[config.mk]
export PLATFORM = sky130hd
export DESIGN_NAME = br_fifo_shared_pstatic_cfg_seq
export DESIGN_NICKNAME = d
export VERILOG_FILES = /design/src/rtl/br_fifo_shared_pstatic_cfg_seq.sv
export SDC_FILE = /design/constraint.sdc
export NUM_CORES = 1
export LEC_CHECK = 0
export ABC_AREA = 0
export CAP_MARGIN = 20
export CORE_MARGIN = 2
export CORE_UTILIZATION = 30
export DETAILED_ROUTE_END_ITERATION = 8
export PLACE_DENSITY = 0.49
export SYNTH_ARGS = -nofsm -noshare
export SYNTH_HDL_FRONTEND = slang
export SYNTH_SLANG_ARGS = --single-unit
[constraint.sdc]
create_clock -name clk -period 4.4 [get_ports clk]
set_clock_uncertainty 0.2 [all_clocks]
set_input_delay 0.88 -clock clk [delete_from_list [all_inputs] [get_ports clk]]
set_output_delay 0.88 -clock clk [all_outputs]
set_load 0.01 [all_outputs]
[src/rtl/br_fifo_shared_pstatic_cfg_seq.sv]
// Configuration sequencer for the shared pseudo-static multi-FIFO: packs per-FIFO sizes
// into base/bound ranges while holding the FIFO in reset, and re-sequences on request.
module br_fifo_shared_pstatic_cfg_seq #(
  parameter int NumFifos        = 2,
  parameter int Depth           = 2,
  parameter int DrainHoldCycles = 2,
  localparam int AddrWidth      = (Depth > 1) ? $clog2(Depth) : 1,
  localparam int SizeWidth      = (Depth + 1 > 1) ? $clog2(Depth + 1) : 1
) (
  input  logic                          clk,
  input  logic                          rst,
  input  logic [NumFifos*SizeWidth-1:0] cfg_size,
  input  logic                          cfg_req_valid,
  output logic                          cfg_req_ready,
  input  logic [NumFifos-1:0]           fifo_pop_empty,
  output logic                          quiesce,
  output logic                          fifo_rst,
  output logic [NumFifos*AddrWidth-1:0] config_base,
  output logic [NumFifos*AddrWidth-1:0] config_bound,
  output logic                          config_done,
  output logic                          config_error,
  output logic [2:0]                    dbg_state
);

  localparam int IdxWidth = (NumFifos > 1) ? $clog2(NumFifos) : 1;
  localparam int CntWidth = (DrainHoldCycles > 0) ? $clog2(DrainHoldCycles + 1) : 1;

  typedef enum logic [2:0] {
    S_LOAD    = 3'd0,
    S_COMPUTE = 3'd1,
    S_RUN     = 3'd2,
    S_DRAIN   = 3'd3,
    S_ERROR   = 3'd4
  } state_t;

  // Handshake: a request is taken on any edge where cfg_req_valid && cfg_req_ready;
  // valid seen while ready is low is dropped, never queued.

  state_t                 state_q;
  logic [IdxWidth-1:0]    i_q;
  logic [SizeWidth:0]     acc_q;
  logic                   err_q;
  logic [CntWidth-1:0]    cnt_q;
  logic [SizeWidth-1:0]   size_q  [NumFifos];
  logic [AddrWidth-1:0]   base_q  [NumFifos];
  logic [AddrWidth-1:0]   bound_q [NumFifos];

  logic [SizeWidth-1:0]   cur_size;
  logic [SizeWidth:0]     acc_sum;
  logic [AddrWidth-1:0]   base_w;
  logic [AddrWidth-1:0]   bound_w;
  logic                   err_any;
  logic                   last_idx;

  always_comb begin
    cur_size = size_q[i_q];
    acc_sum  = acc_q + {1'b0, cur_size};
    base_w   = AddrWidth'(acc_q);
    bound_w  = AddrWidth'(acc_q) + AddrWidth'(cur_size) - AddrWidth'(1);
    err_any  = err_q || (cur_size == '0) || (acc_sum > (SizeWidth+1)'(Depth));
    last_idx = (i_q == IdxWidth'(NumFifos - 1));
  end

  always_ff @(posedge clk or posedge rst) begin
    if (rst) begin
      state_q       <= S_LOAD;
      fifo_rst      <= 1'b1;
      config_done   <= 1'b0;
      config_error  <= 1'b0;
      quiesce       <= 1'b0;
      cfg_req_ready <= 1'b0;
      i_q           <= '0;
      acc_q         <= '0;
      err_q         <= 1'b0;
      cnt_q         <= '0;
      for (int k = 0; k < NumFifos; k++) begin
        size_q[k]  <= '0;
        base_q[k]  <= '0;
        bound_q[k] <= '0;
      end
    end else begin
      case (state_q)
        S_LOAD: begin
          for (int k = 0; k < NumFifos; k++) size_q[k] <= cfg_size[k*SizeWidth +: SizeWidth];
          i_q          <= '0;
          acc_q        <= '0;
          err_q        <= 1'b0;
          config_error <= 1'b0;
          fifo_rst     <= 1'b1;
          state_q      <= S_COMPUTE;
        end
        S_COMPUTE: begin
          base_q[i_q]  <= base_w;
          bound_q[i_q] <= bound_w;
          acc_q        <= acc_sum;
          err_q        <= err_any;
          i_q          <= i_q + 1'b1;
          if (last_idx) begin
            i_q           <= '0;
            cfg_req_ready <= 1'b1;
            if (err_any) begin
              state_q      <= S_ERROR;
              config_error <= 1'b1;
            end else begin
              state_q     <= S_RUN;
              fifo_rst    <= 1'b0;
              config_done <= 1'b1;
            end
          end
        end
        S_RUN: begin
          if (cfg_req_valid) begin
            state_q       <= S_DRAIN;
            config_done   <= 1'b0;
            cfg_req_ready <= 1'b0;
            quiesce       <= 1'b1;
            cnt_q         <= '0;
          end
        end
        S_DRAIN: begin
          // Any non-empty report restarts the consecutive-empty count.
          if (&fifo_pop_empty) begin
            if (cnt_q == CntWidth'(DrainHoldCycles - 1)) begin
              state_q  <= S_LOAD;
              quiesce  <= 1'b0;
              fifo_rst <= 1'b1;
              cnt_q    <= '0;
            end else begin
              cnt_q <= cnt_q + 1'b1;
            end
          end else begin
            cnt_q <= '0;
          end
        end
        S_ERROR: begin
          if (cfg_req_valid) begin
            state_q       <= S_LOAD;
            config_error  <= 1'b0;
            cfg_req_ready <= 1'b0;
          end
        end
        default: state_q <= S_LOAD;
      endcase
    end
  end

  for (genvar g = 0; g < NumFifos; g++) begin : g_pack
    assign config_base[g*AddrWidth +: AddrWidth]  = base_q[g];
    assign config_bound[g*AddrWidth +: AddrWidth] = bound_q[g];
  end

  assign dbg_state = state_q;

endmodule

==> results.md, run 1 <==
### Run status
• **run status** finished, final reports clean

### Clocking
• **TritonCTS clock tree** yes
• **clock latency reported for the late side of the worst-skew pair** 330 ps
• **CTS root buffer** clkbuf_4
• **hold-fix buffers at CTS** 0
• **total clock buffers created by CTS** 3
• **clock tree sinks** 23
• **clock slew at the register clock pins of the worst setup and hold paths** 140 ps
• **number of levels the H-tree was split into** 1
• **cells resized by post-CTS repair** 0
• **setup repair bufs after CTS** 0
• **largest buffer count on any clock path** 2

### Timing
• **Final Setup Violations** 0
• **part of the cycle the worst path needs** 63.90%
• **time the worst path needs with I/O delays and setup** 2812 ps
• **Total Negative Setup Slacks** 0 ps
• **RSZ-0062 raised after global routing** false
• **max-slew headroom at the worst pin** 40.19%
• **Final Hold Violating Endpoints** 0
• **final number of max-transition violations** 0
• **transition time of the tightest slew-check pin** 896.1 ps
• **highest clock rate** 0.3557 GHz

### Synthesis
• **total standard cell area after synthesis** 0.001095 mm2
• **Synth Area in Simple Gates** 16.11%
• **syn avg cell area** 10.84 um2
• **top flip-flop cell by instance count after synthesis** dfrtp_1
• **number of synthesized register bits** 23
• **proportion of synthesized flip-flops having asynchronous set or reset** 100.0%
• **cell taking the most area after synthesis** dfrtp_1
• **number of instances in the synthesized netlist** 101
• **adder-cell share of the synthesized area** 2.971%
• **distinct cell type count of the synthesized netlist** 37
• **most numerous cell in the Yosys netlist** dfrtp_1
• **leading post-synthesis cells by cell area** dfrtp_1 (50%), mux2_2 (5.1%), o21ai_0 (4.1%)
• **proportion of synthesized chip area in sequential cells** 52.69%
• **multiplexer fraction of the synthesized cell area** 7.086%
• **largest family of logic cells by synthesized area** compound AO/OA/AOI/OAI gates
• **Synth Area in Compound Gates** 16.34%
• **synthesized netlist net count** 112
• **area share of the leading cell type in the synthesized netlist** 50.29%
• **Synth Warn #** 0
• **XOR/XNOR share of the synthesized area** 0.8000%
• **number of flops mapped to enable cells by yosys** 0
• **cell types with the highest counts after synthesis** dfrtp_1 (22), nand2_1 (10), o21ai_0 (9)

### Cells and area
• **fraction of final layout cells sized beyond drive strength 1** 12.40%
• **ANT cells** 0
• **fill cell count** 360
• **utilization after layout** 39.67%
• **Area Overhead vs Synth** 23.77%
• **NumNets Final** 133

### Placement
• **HPWL Detailed** 1.645 mm
• **buffers added on ports** 20
• **weighted congestion at the end of routability-driven global placement** 0.7861

### Floorplan
• **Initial Utilization** 32.05%
• **count of boundary I/O pins** 21
• **DIE HEIGHT** 64.41 um
• **Die Width** 64.41 um
• **Die Area** 0.004149 mm2
• **Row Count** 21
• **CORE AREA** 0.003416 mm2

### Global routing
• **overall global routing resource usage** 12.42%
• **initial antenna violation count** 0
• **largest net degree at the start of global routing** 24
• **remaining global-route overflow** 0
• **global-route wire length before repair** 3.953 mm
• **number of global-route vias before repair** 847

### Worst setup path
• **Critical Path Max Stage Delay** 750 ps
• **buffers and inverters on the worst path** 1
• **Crit path max-delay family** flip-flops
• **worst-path cell with the longest stage delay** dfrtp_1
• **WP data arrival** 1730 ps
• **Worst Path Max Fanout** 18
• **CP endpoint kind** output port
• **Crit Path Class** reg -> out
• **critical path, cell by cell** clkdlybuf4s50_1
• **worst endpoint required time** 3320 ps
• **kind of start point of the critical path** flop

### Power and ir drop
• **worst-case vdd ir drop** 186.3 uV
• **clock share of power** 10.9%
• **internal power of the cells** 0.5779 mW
• **P per Cell Area** 711.6 mW/mm2
• **leakage power** 0.5813 nW
• **portion of total power attributed to combinational logic** 47.7%
• **Sw Ratio** 40.06%
• **net switching power** 0.3863 mW
• **sequential share of power** 41.4%

### Route
• **number of vias in the routed layout** 810
• **number of vias per cell after detailed routing** 4.850
• **total iterations of the first detailed-routing run** 4
• **number of remaining DRC errors** 0
• **Post-DRT Antenna Nets** 0
• **sum of routed wire length over all layers** 2.276 mm
• **initial DRC count** 26
• **average wire length per cell after detail routing** 13.63 um

### Flow run
• **Max Cap Viol** 0

### Hold path
• **min-delay worst type** reg -> reg

layer usage:
layer	up-vias	GRT usage, %	routed length (um)
met3	5	2.083	79
met5	-	0	0
met1	393	15.80	1075
met4	0	6.383	51
met2	19	20.31	1071
li1	393	-	-
layout make-up:
cell class	instances	area [um2]	share of cell area (%)
Clock inverter	1	5.005	0.3693
Multi-Input combinational cell	69	474.2	35.00
Sequential cell	23	576.8	42.57
Clock buffer	3	22.52	1.662
Tap cell	46	57.56	4.247
Inverter	5	18.77	1.385
Timing Repair Buffer	20	200.2	14.77
placed cells by master (no fill, tap or decap), types with 3 or more instances in the layout:
cell,n
clkdlybuf4s50_1,20
a21o_1,3
o21ai_0,9
nand2_1,10
nor2b_1,3
mux2_2,5
inv_1,5
nor2_1,5
clkbuf_4,3
dfrtp_1,22
nand3_1,3
a21oi_1,4
through the flow:
step | instance area (um2) | cells | hold slack [ps] | power [mW] | worst slack (ps)
floorplan | 1095 | 101 | 251.0 | 0.7054 | 1960
global placement | 1328 | 163 | 261.2 | 0.8613 | 1857
detailed placement | 1328 | 163 | 273.7 | 0.8683 | 1725
CTS | 1355 | 167 | 303.8 | 0.9725 | 1580
global route | 1355 | 167 | 333.3 | 1.051 | 1455
finish | 1355 | 167 | 291.0 | 0.9642 | 1588
final timing paths:
check | cells after the start | to | slack [ps] | start
worst max-delay path | 1 | dbg_state[0] | 1590 | dbg_state[0]
worst min-delay path | 2 | config_bound[1] | 290 | config_bound[1]
worst max register to register | 8 | dbg_state[2] | 1680 | i_q
worst min register to register | 2 | config_bound[1] | 290 | config_bound[1]
max in group asynchronous | 2 | dbg_state[2] | 2620 | rst
min in group asynchronous | 2 | size_q[1] | 820 | rst
cell families (layout without fill, tap and decap cells):
kind of cell	Yosys count	count (layout)
fa+ha+maj	2	2
mux	7	7
xor+xnor	1	1
flops	23	23
simple gates	32	32
compound gates	27	27
buf+inv	9	29
flip-flops by register name, summed over array words and instances (netlist names), 2 cells and up:
signal and cells:
config_bound 2, config_base 2, dbg_state 3, acc_q 3, size_q 4, cnt_q 2
power by group through the flow:
stage                     sequential [mW]  clock, mW  combinational [mW]
after floorplan                     0.377          0               0.328
after global placement              0.404          0               0.457
after detailed placement            0.406          0               0.463
after CTS                           0.400      0.107               0.466
after global routing                0.417      0.122               0.513
final                               0.399      0.105               0.459
No activity file was read; power rests on OpenSTA's default activity.
==> run 2, diff against run 1 <==
--- a/config.mk
+++ b/config.mk
@@ -10,7 +10,7 @@
 export CORE_MARGIN = 2
 export CORE_UTILIZATION = 30
 export DETAILED_ROUTE_END_ITERATION = 8
-export PLACE_DENSITY = 0.49
+export PLACE_DENSITY = 0.51
 export SYNTH_ARGS = -nofsm -noshare
 export SYNTH_HDL_FRONTEND = slang
 export SYNTH_SLANG_ARGS = --single-unit
==> constraint.sdc (replaced) <==
create_clock -name clk -period 2.5 [get_ports clk]
set_clock_uncertainty 0.2 [all_clocks]
set_input_delay 0.5 -clock clk [delete_from_list [all_inputs] [get_ports clk]]
set_output_delay 0.5 -clock clk [all_outputs]
set_load 0.01 [all_outputs]
==> run 2 against run 1 <==
Compared with the run above:
- highest routed layer unchanged
- total power increased by 81%
- first-iteration DRC count rose by 46%
- clock power rose by 69%
- register-to-register slack got worse by 1600 ps
- flip-flop and latch count unchanged
- critical endpoint is now dbg_state[2]
- largest power group unchanged
- worst hold slack gained 4.3 ps
- non-clock buffer count grew 4
- setup slack worse by 1500 ps
- via count up 5.3%
==> results.md, run 2 (same netlist as run 1, synthesis figures left out) <==
### Floorplan
• **CORE AREA** 0.003416 mm2, unchanged
• **count of boundary I/O pins** 21, unchanged
• **Die Area** 0.004149 mm2, unchanged
• **Die Width** 64.41 um, unchanged
• **DIE HEIGHT** 64.41 um, unchanged
• **Row Count** 21, unchanged
• **Initial Utilization** 32.05%, unchanged

### Worst setup path
• **critical path, cell by cell** mux2_2, ha_1, inv_1, fa_2, inv_1, a211o_1, a211oi_2, o32ai_1
• **Critical Path Max Stage Delay** 510 ps, -240 ps
• **CP endpoint kind** flop
• **Worst Path Max Fanout** 3, -15
• **kind of start point of the critical path** flop
• **worst-path cell with the longest stage delay** fa_2
• **cell repeated most along the worst path** inv_1
• **WP data arrival** 2400 ps, +670 ps
• **worst endpoint required time** 2500 ps, -820 ps
• **Crit Path Class** reg -> reg

### Power and ir drop
• **leakage power** 0.5985 nW, +3.0%
• **portion of total power attributed to combinational logic** 51.8%, +4.1 points
• **P per Cell Area** 1257 mW/mm2, +77%
• **net switching power** 0.6862 mW, +78%
• **Sw Ratio** 39.24%, -0.83 points
• **clock share of power** 10.1%, -0.8 points
• **internal power of the cells** 1.062 mW, +84%
• **sequential share of power** 38.1%, -3.3 points
• **worst-case vdd ir drop** 494.9 uV, +170%

### Cells and area
• **commonest non-fill, non-tap cell in the layout** dfrtp_1
• **fraction of final layout cells sized beyond drive strength 1** 16.00%, +3.6 points
• **ANT cells** 0, unchanged
• **flip-flop count of the largest register after layout** 4, unchanged
• **storage element area** 576.8 um2, unchanged
• **combined area of the multi-input logic cells** 481.7 um2, +1.6%
• **Area Overhead vs Synth** 27.09%
• **largest reg by FF count** size_q
• **NumNets Final** 137, +3.0%
• **cell area after layout** 0.001391 mm2, +2.7%
• **fill cell count** 355, -1.4%
• **highest-count cells in the layout ignoring fill and taps** dfrtp_1 (22), clkdlybuf4s50_1 (20), nand2_1 (10), o21ai_0 (8)

### Placement
• **weighted congestion at the end of routability-driven global placement** 0.8244, +4.9%
• **buffers added on ports** 20, unchanged
• **post-place instance area** 0.001350 mm2, +1.7%
• **HPWL Detailed** 1.584 mm, -3.7%
• **Worst Setup Slack post-DPL** 9.053 ps, -1716 ps

### Route
• **average wire length per cell after detail routing** 12.82 um, -5.9%
• **initial DRC count** 38, +46%
• **number of remaining DRC errors** 0, unchanged
• **total iterations of the first detailed-routing run** 4, unchanged
• **number of vias in the routed layout** 853, +5.3%
• **number of vias per cell after detailed routing** 4.988, +2.8%
• **sum of routed wire length over all layers** 2.193 mm, -3.6%
• **Post-DRT Antenna Nets** 0, unchanged

### Clocking
• **total clock buffers created by CTS** 3, unchanged
• **largest buffer count on any clock path** 2, unchanged
• **clock slew at the register clock pins of the worst setup and hold paths** 120 ps, -20 ps
• **CTS root buffer** clkbuf_4
• **clock tree sinks** 23, unchanged
• **number of levels the H-tree was split into** 1, unchanged
• **clock latency reported for the late side of the worst-skew pair** 310 ps, -20 ps
• **hold-fix buffers at CTS** 0, unchanged
• **TritonCTS clock tree** yes

### Global routing
• **number of global-route vias before repair** 841, -0.71%
• **largest net degree at the start of global routing** 24, unchanged
• **remaining global-route overflow** 0, unchanged
• **initial antenna violation count** 0, unchanged
• **overall global routing resource usage** 11.92%, -0.50 points
• **global-route wire length before repair** 3.960 mm, +0.18%

### Timing
• **part of the cycle the worst path needs** 96.32%
• **time the worst path needs with I/O delays and setup** 2408 ps
• **RSZ-0062 raised after global routing** false
• **Total Negative Setup Slacks** 0 ps, unchanged
• **Final Hold Violating Endpoints** 0, unchanged
• **final number of max-transition violations** 0, unchanged
• **transition time of the tightest slew-check pin** 386.3 ps, -509.9 ps
• **max-slew headroom at the worst pin** 74.25%, +34 points
• **Final Setup Violations** 0, unchanged
• **highest clock rate** 0.4153 GHz
• **setup slack of the critical path after layout** 91.95 ps, -1496 ps

### Flow run
• **Max Cap Viol** 0, unchanged

### Hold path
• **min-delay worst type** reg -> reg

### Run status
• **run status** finished, final reports clean

[run 2: cell count changes in the layout (fill, tap and decap cells not counted), sizes merged]
| cell | delta |
|---|---|
| clkinv | -1 |
| buf | +4 |
| clkbuf | +1 |
[run 2: routing by layer]
metal,vias up,wire length (um),global-route usage (%)
met5,-,0,0
met4,0,25,3.191
met3,4,74,2.083
met2,18,1017,18.23
met1,429,1075,17.43
li1,402,-,-
[run 2: critical path, delay by kind of cell, from the launching register on]
kind	cells	cell delay, ps
flops	1	420
mux	1	230
fa+ha+maj	2	640
buf+inv	2	100
compound gates	3	710
[run 2: worst paths after layout]
path	startpoint	endpoint	slack [ps]	depth (start not counted)
max	i_q	dbg_state[2]	90	8
min	config_base[1]	config_base[1]	300	2
max reg2reg	i_q	dbg_state[2]	90	8
min reg2reg	config_base[1]	config_base[1]	300	2
max in group asynchronous	rst	fifo_rst	1510	3
min in group asynchronous	rst	cnt_q[1]	310	3
[run 2: final cells by class]
| cell class | instances | area share [%] |
|---|---|---|
| Clock buffer | 4 | 1.888 |
| Multi-Input combinational cell | 69 | 34.62 |
| Timing Repair Buffer | 24 | 16.55 |
| Tap cell | 46 | 4.137 |
| Inverter | 5 | 1.349 |
| Sequential cell | 23 | 41.46 |
[run 2: stage by stage]
stage | utilization [%] | hold WS (ps) | total power [mW] | cells
floorplan | - | 251.0 | 1.242 | 101
global placement | 39.52 | 262.5 | 1.532 | 166
detailed placement | 39.52 | 277.7 | 1.550 | 166
CTS | 40.44 | 308.3 | 1.742 | 170
global route | 40.73 | 323.1 | 1.905 | 171
finish | 40.73 | 295.3 | 1.749 | 171
[run 2: power groups by stage]
stage | logic (mW) | registers [mW] | clock network (mW)
floorplan | 0.578 | 0.664 | 0
global placement | 0.856 | 0.676 | 0
finish | 0.906 | 0.666 | 0.177
global route | 1.01 | 0.692 | 0.205
CTS | 0.890 | 0.671 | 0.181
detailed placement | 0.868 | 0.682 | 0
[run 2: timing repair]
action,4_1_cts,5_1_grt
pin swaps,0,3
hold endpoints to repair,0,0
gates cloned,0,0
setup endpoints to repair,1,3
resized for setup,1,2
buffers inserted,0,1
==> run 3, diff against run 2 <==
--- a/config.mk
+++ b/config.mk
@@ -5,7 +5,6 @@
 export SDC_FILE = /design/constraint.sdc
 export NUM_CORES = 1
 export LEC_CHECK = 0
-export ABC_AREA = 0
 export CAP_MARGIN = 20
 export CORE_MARGIN = 2
 export CORE_UTILIZATION = 30
==> results of run 3 <==
Final layout, timing and power as in run 2 (identical DEF).
